**config.mk**
```make
export PLATFORM = sky130hd
export DESIGN_NAME = flash_arbiter
export DESIGN_NICKNAME = d
export VERILOG_FILES = /design/src/rtl/flash_arbiter.sv
export SDC_FILE = /design/constraint.sdc
export NUM_CORES = 1
export LEC_CHECK = 0
export ABC_CLOCK_PERIOD_IN_PS = 1400
export CORE_MARGIN = 2
export CORE_UTILIZATION = 37
export CTS_BUF_LIST = sky130_fd_sc_hd__clkbuf_8
export CTS_CLUSTER_SIZE = 24
export DETAILED_ROUTE_END_ITERATION = 10
export PLACE_DENSITY = 0.81
export REMOVE_ABC_BUFFERS = 1
export SKIP_CTS_REPAIR_TIMING = 1
export SLEW_MARGIN = 5
export SYNTH_ARGS = -nofsm -noshare
export SYNTH_HDL_FRONTEND = slang
export SYNTH_SLANG_ARGS = --single-unit
```
**constraint.sdc**
```tcl
create_clock -name i_clk -period 1.4 [get_ports i_clk]
set_clock_uncertainty 0.1 [all_clocks]
set_input_delay 0.14 -clock i_clk [delete_from_list [all_inputs] [get_ports i_clk]]
set_output_delay 0.14 -clock i_clk [all_outputs]
set_load 0.05 [all_outputs]
```
**src/rtl/flash_arbiter.sv**
```systemverilog
// flash_arbiter: shares one flash read port between the CPU and the PCM fetcher, PCM first.
// Define FLASH_ARBITER_STARVATION_GUARD_EN to bound how many PCM grants a waiting CPU sees.
module flash_arbiter #(
    parameter int unsigned ADDRESS_WIDTH  = 24,
    parameter int unsigned DATA_WIDTH     = 32,
    parameter int unsigned PCM_STREAK_MAX = 4
) (
    input  logic                     i_clk,
    input  logic                     i_reset,
    input  logic                     i_cpu_valid,
    input  logic [ADDRESS_WIDTH-1:0] i_cpu_address,
    output logic                     o_cpu_ready,
    output logic [DATA_WIDTH-1:0]    o_cpu_data,
    input  logic                     i_pcm_valid,
    input  logic [ADDRESS_WIDTH-1:0] i_pcm_address,
    output logic                     o_pcm_ready,
    output logic [DATA_WIDTH-1:0]    o_pcm_data,
    output logic                     o_reader_valid,
    output logic [ADDRESS_WIDTH-1:0] o_reader_address,
    input  logic                     i_reader_ready,
    input  logic [DATA_WIDTH-1:0]    i_reader_data,
    output logic                     o_grant_pcm
);

    typedef enum logic [1:0] {StIdle, StBusy, StRespond} state_e;

    state_e                   r_state, w_state_next;
    logic [ADDRESS_WIDTH-1:0] r_reader_address, w_reader_address_next;
    logic [DATA_WIDTH-1:0]    r_cpu_data, w_cpu_data_next;
    logic [DATA_WIDTH-1:0]    r_pcm_data, w_pcm_data_next;
    logic                     r_grant_pcm, w_grant_pcm_next;
    logic                     w_force_cpu;
    logic                     w_take_pcm;

    assign w_take_pcm = i_pcm_valid && !w_force_cpu;

`ifdef FLASH_ARBITER_STARVATION_GUARD_EN
    localparam int unsigned STREAK_W = $clog2(PCM_STREAK_MAX + 1);
    localparam logic [STREAK_W-1:0] STREAK_LIMIT = STREAK_W'(PCM_STREAK_MAX);

    logic [STREAK_W-1:0] r_streak;

    // Counts PCM grants that overtook a waiting CPU; any CPU grant or idle CPU clears it.
    always_ff @(posedge i_clk) begin
        if (i_reset) begin
            r_streak <= '0;
        end else if (r_state == StIdle) begin
            if (!i_cpu_valid || !w_take_pcm) begin
                r_streak <= '0;
            end else begin
                r_streak <= r_streak + STREAK_W'(1);
            end
        end
    end

    assign w_force_cpu = i_cpu_valid && (r_streak == STREAK_LIMIT);
`else
    assign w_force_cpu = 1'b0;
`endif

    always_ff @(posedge i_clk) begin
        if (i_reset) begin
            r_state          <= StIdle;
            r_reader_address <= '0;
            r_cpu_data       <= '0;
            r_pcm_data       <= '0;
            r_grant_pcm      <= 1'b0;
        end else begin
            r_state          <= w_state_next;
            r_reader_address <= w_reader_address_next;
            r_cpu_data       <= w_cpu_data_next;
            r_pcm_data       <= w_pcm_data_next;
            r_grant_pcm      <= w_grant_pcm_next;
        end
    end

    always_comb begin
        w_state_next          = r_state;
        w_reader_address_next = r_reader_address;
        w_cpu_data_next       = r_cpu_data;
        w_pcm_data_next       = r_pcm_data;
        w_grant_pcm_next      = r_grant_pcm;
        o_reader_valid        = 1'b0;
        o_cpu_ready           = 1'b0;
        o_pcm_ready           = 1'b0;
        unique case (r_state)
            StIdle: begin
                if (w_take_pcm) begin
                    w_reader_address_next = i_pcm_address;
                    w_grant_pcm_next      = 1'b1;
                    w_state_next          = StBusy;
                end else if (i_cpu_valid) begin
                    w_reader_address_next = i_cpu_address;
                    w_grant_pcm_next      = 1'b0;
                    w_state_next          = StBusy;
                end
            end
            StBusy: begin
                o_reader_valid = 1'b1;
                if (i_reader_ready) begin
                    if (r_grant_pcm) begin
                        w_pcm_data_next = i_reader_data;
                    end else begin
                        w_cpu_data_next = i_reader_data;
                    end
                    w_state_next = StRespond;
                end
            end
            StRespond: begin
                // The following IDLE cycle gives the requester time to drop valid.
                o_cpu_ready  = !r_grant_pcm;
                o_pcm_ready  = r_grant_pcm;
                w_state_next = StIdle;
            end
            default: begin
                w_state_next = StIdle;
            end
        endcase
    end

    assign o_reader_address = r_reader_address;
    assign o_cpu_data       = r_cpu_data;
    assign o_pcm_data       = r_pcm_data;
    assign o_grant_pcm      = r_grant_pcm;

endmodule

```
[Word level (Yosys, flattened, before mapping)]
Cells that the tools add are included.
Cells by class
  equality and inequality tests: 4
  multiplexer cells: 11
  bitwise gates (word level): 1
  reduce and logical (&&, ||, !) cells: 7
Operator list (count)
  two-way mux 24 bit: 2
  two-way mux 2 bit: 3
  AND reduction 3 bit: 2
  two-way mux 1 bit: 5
  case mux 2 bit (2 select lines): 1
  AND reduction 2 bit: 2
  != test 3 bit (second input constant): 1
  equality test 2 x 1 -> 1 bit (second input constant): 1
  equality test 2 bit (second input constant): 1
  logical NOT 2 bit: 1
  != test 2 bit (second input constant): 1
  nonzero test 2 bit: 1
  logical NOT 1 bit: 1
  inverter 1 bit: 1
Storage, ports and cells
  flip-flop bits (word level): 91
  input port bits: 85
  output and inout port bits: 92
  word-level logic and storage cells: 28

[Longest topological paths before layout]
Gate-level depths: netlist of the first run.
  word-level depth: 3
  mapped depth: 7
  mapped depth without buffers: 3

[Least setup slack after synthesis of the first run]
No wires, ideal clock.
  kind: reg2out
  start point: reg r_grant_pcm, in the netlist o_grant_pcm
  end point: out o_cpu_ready
  arrival time: 1743 ps
  required time: 1160 ps
  setup slack: -583 ps
  cell stages (with the launch flop): 2
  buffers on the path: 0
  cells stage by stage: dfxtp_1 > nor3b_1
On the way
  longest elaborated chain between the ends: 2
Ends and longest elaborated chain
  start: declaration: RTL line 31  | logic r_grant_pcm, w_grant_pcm_next;
  start signal: assignment: RTL line 73  | r_grant_pcm <= w_grant_pcm_next;
  logical NOT 1 bit: RTL line 111  | o_cpu_ready = !r_grant_pcm;
  two-way mux 1 bit: RTL line 86  | unique case (r_state)
  end: declaration: RTL line 12  | output logic o_cpu_ready,
No other way between the ends.

[Final worst setup path of the first run]
  start point: reg r_state[0]
  end point: out o_cpu_ready
On the way
  longest elaborated chain between the ends: 2
Ends and longest elaborated chain
  start: declaration: RTL line 27  | state_e r_state, w_state_next;
  start signal: assignment: RTL line 63  | r_state <= StIdle;
  start signal: assignment: RTL line 69  | r_state <= w_state_next;
  equality test 2 bit: RTL line 86
  two-way mux 1 bit: RTL line 86
No other way between the ends.

==> impl_metrics.json, run 1 <==
{
  "synth.distinct_cells": 24,
  "final_cell_count_no_fill": 722,
  "switching_share_pct": 30.48,
  "clkPwrFrac_pct": 29.0,
  "grt_max_degree": 48,
  "max-clock-path-buffers": 2,
  "synth.largest_area_cell": "sky130_fd_sc_hd__dfxtp_1",
  "die_w_um": 102.2,
  "maximum_fanout_along_the_worst_path": 5,
  "synth_top_area_share_pct": 51.02,
  "fin_ws_ps": -170.3,
  "wl_um": 12750,
  "crit_chain": "buf_6, nor3b_2, buf_4, buf_12",
  "initial_utilization_pct": 38.46,
  "timing.slew.headroom_pct": 80.78,
  "die_area_um2": 10450,
  "pre_cts_ws_ps": -284.1,
  "chipHeight_um": 102.2,
  "dr.pass1.iters": 5,
  "antenna_violations_before_repair": 0,
  "yosysWarningCount": 0,
  "register_area_um2": 1831,
  "core.rowCount": 35,
  "antenna_violating_nets_post_route": 0,
  "drc_errors": 0,
  "crit_arrival_ps": 1330,
  "fin_total_pwr_w": 0.007007,
  "drv_cap": 0,
  "hold_path.class": "primary input to flop",
  "vdd_drop_max_mv": 0.7890,
  "synthArstFlopShare_pct": 0,
  "switchingPower_w": 0.002136,
  "nFillCells": 574,
  "power_report.internal_total_w": 0.004871,
  "placeableCoreArea_um2": 9284,
  "startpoint_type": "flop",
  "synth_top_cells_by_count": "sky130_fd_sc_hd__nand2_1 (129), sky130_fd_sc_hd__dfxtp_1 (91), sky130_fd_sc_hd__a21oi_1 (89)",
  "dr_total_vias": 3613,
  "yosys_register_bits": 91,
  "worst-endpoint-required_ps": 1160,
  "final_period_minus_worst_setup_slack_ps": 1570,
  "first_global_vias": 3566,
  "share_comb_of_total_power_pct": 29.7,
  "grt_first_pass_wirelength_um": 17570,
  "timing.critical_path.to_type": "output pin",
  "synth_enable_flop_cells": 0,
  "synth_instances": 408,
  "timing.final.setup_violations": 52,
  "violations": "setup timing",
  "fraction_of_layout_instances_using_a_drive_strength_above_1_pct": 35.92,
  "critPathSlowestCell": "sky130_fd_sc_hd__dfxtp_4",
  "detailed_place_hpwl_um": 8948,
  "rsz0062_at_grt": "true",
  "drt_iter0_drc": 102,
  "dp.cells": 696,
  "flow.area_growth_from_synthesis_pct": 99.02,
  "floorplan.io_pins": 177,
  "path_clk_slew_ps": 90,
  "tightestPinTransition_ps": 288.0,
  "gp_congestion": 0.8165,
  "status": "finished with violations",
  "final_critical_path_share_of_the_clock_period_pct": 112.2,
  "hold-worst-slack_ps": 266.9,
  "relative_contribution_of_sequential_cells_to_total_power_pct": 41.3,
  "globalRoute.totalOverflow": 0,
  "yosys.cell_count.top_type": "sky130_fd_sc_hd__nand2_1",
  "crit_path_max_incr_delay_ps": 370,
  "yosysSeqAreaShare_pct": 51.02,
  "crit_type": "flop to output pin",
  "multiInputGateArea_um2": 1833,
  "num_antenna_cells": 0,
  "htreeDepth": 3,
  "mappedNetlistArea_um2": 3571,
  "tritoncts": "yes",
  "detail_route.wl_per_cell_um": 17.66,
  "maxClockFrequency_mhz": 636.8,
  "cts.root.buffer_cell": "sky130_fd_sc_hd__clkbuf_8",
  "maxSlewViolCount": 0,
  "report.final.hold_viol_count": 0,
  "synth_top_cells_by_area": "sky130_fd_sc_hd__dfxtp_1 (51%), sky130_fd_sc_hd__nand2_1 (14%), sky130_fd_sc_hd__a21oi_1 (12%), sky130_fd_sc_hd__a211oi_2 (7.0%), sky130_fd_sc_hd__mux2i_1 (6.7%)",
  "clock_insertion_delay_worst_skew_ps": 350,
  "synthFlopType": "sky130_fd_sc_hd__dfxtp_1",
  "power.density_cell_area_nw_per_um2": 986.0,
  "cellLeakagePower_nw": 2.709,
  "routed_via_density": 5.004,
  "port_buffers": 176,
  "avg_cell_area_syn_um2": 8.752,
  "timing.setup.tns_ps": -2508,
  "grt.total_usage_pct": 21.61,
  "finalNetCount": 673,
  "clkSinkCount": 91,
  "numCtsBuffers": 9
}
[path summary, 6_finish.rpt]
kind | slack (ps) | from | depth (start not counted) | endpoint
min reg2reg | 390 | o_cpu_data[12]$_SDFFE_PP0P_ | 2 | o_cpu_data[12]$_SDFFE_PP0P_
max | -170 | r_state[0]$_SDFFE_PP0P_ | 4 | o_cpu_ready
max reg2reg | -90 | r_state[0]$_SDFFE_PP0P_ | 5 | o_reader_address[4]$_SDFFE_PP0P_
min | 270 | i_reader_data[25] | 3 | o_pcm_data[25]$_SDFFE_PP0P_
[state kept, by name, summed over array words and instances, names as in the netlist]
signal / count
o_cpu_data: 32
o_pcm_data: 32
o_reader_address: 24
r_state: 2
o_grant_pcm: 1
[cell families (layout without fill, tap and decap cells)]
kind of cell           Yosys count  in the layout  share of synthesized area, %
and+or+nand+nor                141            142                         16.22
AOI/OAI and AO/OA              115            115                         20.81
DFF                             91             91                         51.02
buffers and inverters           37            221                         5.220
muxes                           24             24                         6.727
[placed cells by master (no fill, tap or decap), types with 8 or more instances in the layout]
cell type	instances
sky130_fd_sc_hd__dfxtp_1	88
sky130_fd_sc_hd__a21oi_1	59
sky130_fd_sc_hd__nand2_4	15
sky130_fd_sc_hd__clkbuf_8	11
sky130_fd_sc_hd__nand2_1	113
sky130_fd_sc_hd__buf_6	10
sky130_fd_sc_hd__buf_4	8
sky130_fd_sc_hd__buf_12	99
sky130_fd_sc_hd__a211oi_2	20
sky130_fd_sc_hd__a21oi_2	30
sky130_fd_sc_hd__mux2i_1	24
sky130_fd_sc_hd__clkdlybuf4s50_1	83
[power groups by stage]
stage	clock network (W)	logic, W	registers [W]
floorplan	0	0.000376	0.00334
global placement	0	0.00187	0.00294
detailed placement	0	0.00191	0.00295
CTS	0.00205	0.00192	0.00289
global route	0.00218	0.00216	0.00291
finish	0.00204	0.00208	0.00289
[layout make-up]
| type | instances | share of cell area [%] |
|---|---|---|
| clock buffers | 11 | 2.130 |
| inverters | 1 | 0.05282 |
| clock inverters | 5 | 1.180 |
| multi-input cells | 281 | 25.79 |
| flip-flops and latches | 91 | 25.76 |
| repair buffers | 204 | 42.82 |
| well taps | 129 | 2.271 |
[critical path: cells and delay by family (launching register included)]
| family | cells | cell delay, ps |
|---|---|---|
| AND/OR/NAND/NOR | 1 | 200 |
| buffers and inverters | 3 | 410 |
| flip-flops | 1 | 370 |
[stage by stage]
stage / utilization [%] / instance area [um2]
global route: 76.55 / 7107
global placement: 69.39 / 6442
floorplan: - / 3388
finish: 76.55 / 7107
detailed placement: 69.39 / 6442
CTS: 71.93 / 6678
[per-layer routing]
metal | vias to the layer above | share of wire (%) | global-route usage [%] | wire, um
met1 | 1694 | 36 | 23.13 | 4577
met2 | 157 | 53 | 38.82 | 6750
met3 | 23 | 9.0 | 8.140 | 1148
li1 | 1739 | - | - | -
met5 | - | 0 | 0 | 0
met4 | 0 | 2.2 | 7.897 | 276
No activity file was read; power rests on OpenSTA's default activity.
==> run 2: changes to the inputs <==
Settings changed: SETUP_SLACK_MARGIN set to 0.1.
==> impl_metrics.json, run 2 (same netlist as run 1, synthesis figures left out) <==
{
  "status": "finished with violations",
  "violations": "setup timing",
  "drv_cap": 0,
  "numCtsBuffers": 9,
  "first_global_vias": 3566,
  "tritoncts": "yes",
  "clkSinkCount": 91,
  "maxClockFrequency_mhz": 632.3,
  "flow.area_growth_from_synthesis_pct": 113.7,
  "timing.rr.start": "o_grant_pcm$_SDFFE_PP0P_",
  "startpoint_type": "flop",
  "grt_max_degree": 48,
  "grt_first_pass_wirelength_um": 17570,
  "floorplan.io_pins": 177,
  "timing.setup.tns_ps": -4561,
  "min_delay_path_depth": 3,
  "crit_arrival_ps": 1340,
  "detailed_place_hpwl_um": 8948,
  "final_critical_path_share_of_the_clock_period_pct": 113.0,
  "worst_hold_path.endpoint": "o_cpu_data[25]$_SDFFE_PP0P_",
  "fin_total_pwr_w": 0.007336,
  "nFillCells": 476,
  "hold_path.class": "primary input to flop",
  "crit_chain": "buf_6, nor3b_2, buf_4, buf_12",
  "cts.root.buffer_cell": "sky130_fd_sc_hd__clkbuf_8",
  "antenna_violating_nets_post_route": 0,
  "dr_total_vias": 3867,
  "die_w_um": 102.2,
  "worst-endpoint-required_ps": 1160,
  "report.final.hold_viol_count": 0,
  "vdd_drop_max_mv": 0.8756,
  "pre_cts_ws_ps": -284.1,
  "drc_errors": 0,
  "wl_um": 16050,
  "timing.critical_path.to_type": "output pin",
  "routed_via_density": 5.268,
  "hold-worst-slack_ps": 276.4,
  "placeableCoreArea_um2": 9284,
  "crit_type": "flop to output pin",
  "rsz0062_at_grt": "true",
  "final_period_minus_worst_setup_slack_ps": 1582,
  "cellLeakagePower_nw": 2.979,
  "power.density_cell_area_nw_per_um2": 961.1,
  "gp_congestion": 0.8165,
  "crit_path_max_incr_delay_ps": 370,
  "antenna_violations_before_repair": 0,
  "timing.final.setup_violations": 59,
  "die_area_um2": 10450,
  "maximum_fanout_along_the_worst_path": 5,
  "timing.rr.end": "o_cpu_data[14]$_SDFFE_PP0P_",
  "timing.slew.headroom_pct": 74.11,
  "chipHeight_um": 102.2,
  "globalRoute.totalOverflow": 0,
  "initial_utilization_pct": 38.46,
  "fin_ws_ps": -181.5,
  "layout_common_cells": "sky130_fd_sc_hd__buf_12 (100), sky130_fd_sc_hd__nand2_1 (93), sky130_fd_sc_hd__dfxtp_1 (88), sky130_fd_sc_hd__clkdlybuf4s50_1 (83), sky130_fd_sc_hd__a21oi_2 (69)",
  "fraction_of_layout_instances_using_a_drive_strength_above_1_pct": 47.93,
  "hold_path.startpoint": "i_reader_data[25]",
  "detail_route.wl_per_cell_um": 21.87,
  "dr.pass1.iters": 4,
  "critPathSlowestCell": "sky130_fd_sc_hd__dfxtp_4",
  "max-clock-path-buffers": 2,
  "layout.cells.most_common": "sky130_fd_sc_hd__buf_12",
  "path_clk_slew_ps": 100,
  "final_cell_count_no_fill": 734,
  "finalNetCount": 685,
  "regToRegSetupSlack_ps": -150,
  "dp.cells": 696,
  "port_buffers": 176,
  "num_antenna_cells": 0,
  "core.rowCount": 35,
  "tightestPinTransition_ps": 377.6,
  "clock_insertion_delay_worst_skew_ps": 350,
  "maxSlewViolCount": 0,
  "worstRegToRegCells": 6,
  "htreeDepth": 3,
  "drt_iter0_drc": 118,
  "grt.total_usage_pct": 21.61
}
-- run 2: worst max-delay path: cells and delay by family, from the launching register on --
kind	cells	cell delay, ps
flip-flops	1	370
AND/OR/NAND/NOR	1	210
buffers and inverters	3	400
-- run 2: metrics by stage --
stage / area (um2) / utilization, %
finish: 7632 / 82.21
global route: 7632 / 82.21
CTS: 6678 / 71.93
detailed placement: 6442 / 69.39
global placement: 6442 / 69.39
floorplan: 3388 / -
-- run 2: routing by layer --
layer	share of wire (%)	vias to the layer above	track usage, %
li1	-	1772	-
met1	36	1861	23.13
met2	52	191	38.82
met3	8.6	43	8.140
met4	3.8	0	7.897
met5	0	-	0
-- run 2: worst max-delay path by stage --
| stage | startpoint | end | slack [ps] | cells after the start |
|---|---|---|---|---|
| floorplan | o_grant_pcm$_SDFFE_PP0P_ | o_cpu_data[0]$_SDFFE_PP0P_ | -1960 | 3 |
| global placement | i_pcm_valid | o_reader_address[7]$_SDFFE_PP0P_ | -220 | 4 |
| detailed placement | i_pcm_valid | o_reader_address[7]$_SDFFE_PP0P_ | -280 | 4 |
| CTS | r_state[0]$_SDFFE_PP0P_ | o_reader_valid | -260 | 3 |
| global route | r_state[0]$_SDFFE_PP0P_ | o_cpu_ready | -230 | 4 |
| finish | r_state[0]$_SDFFE_PP0P_ | o_cpu_ready | -180 | 4 |
-- run 2: final cells by class --
type | instances | area (um2) | share of cell area, %
Inverter | 1 | 3.754 | 0.04918
Sequential cell | 91 | 1833 | 24.02
Timing Repair Buffer | 215 | 3236 | 42.39
Tap cell | 129 | 161.4 | 2.115
Clock inverter | 5 | 83.83 | 1.098
Clock buffer | 11 | 151.4 | 1.984
Multi-Input combinational cell | 282 | 2163 | 28.34
-- run 2: power breakdown --
part / internal, W / switching (W) / leakage, nW
registers: 0.00273 / 0.000186 / 0.744
clock network: 0.00111 / 0.000975 / 0.112
logic: 0.00114 / 0.00120 / 2.12
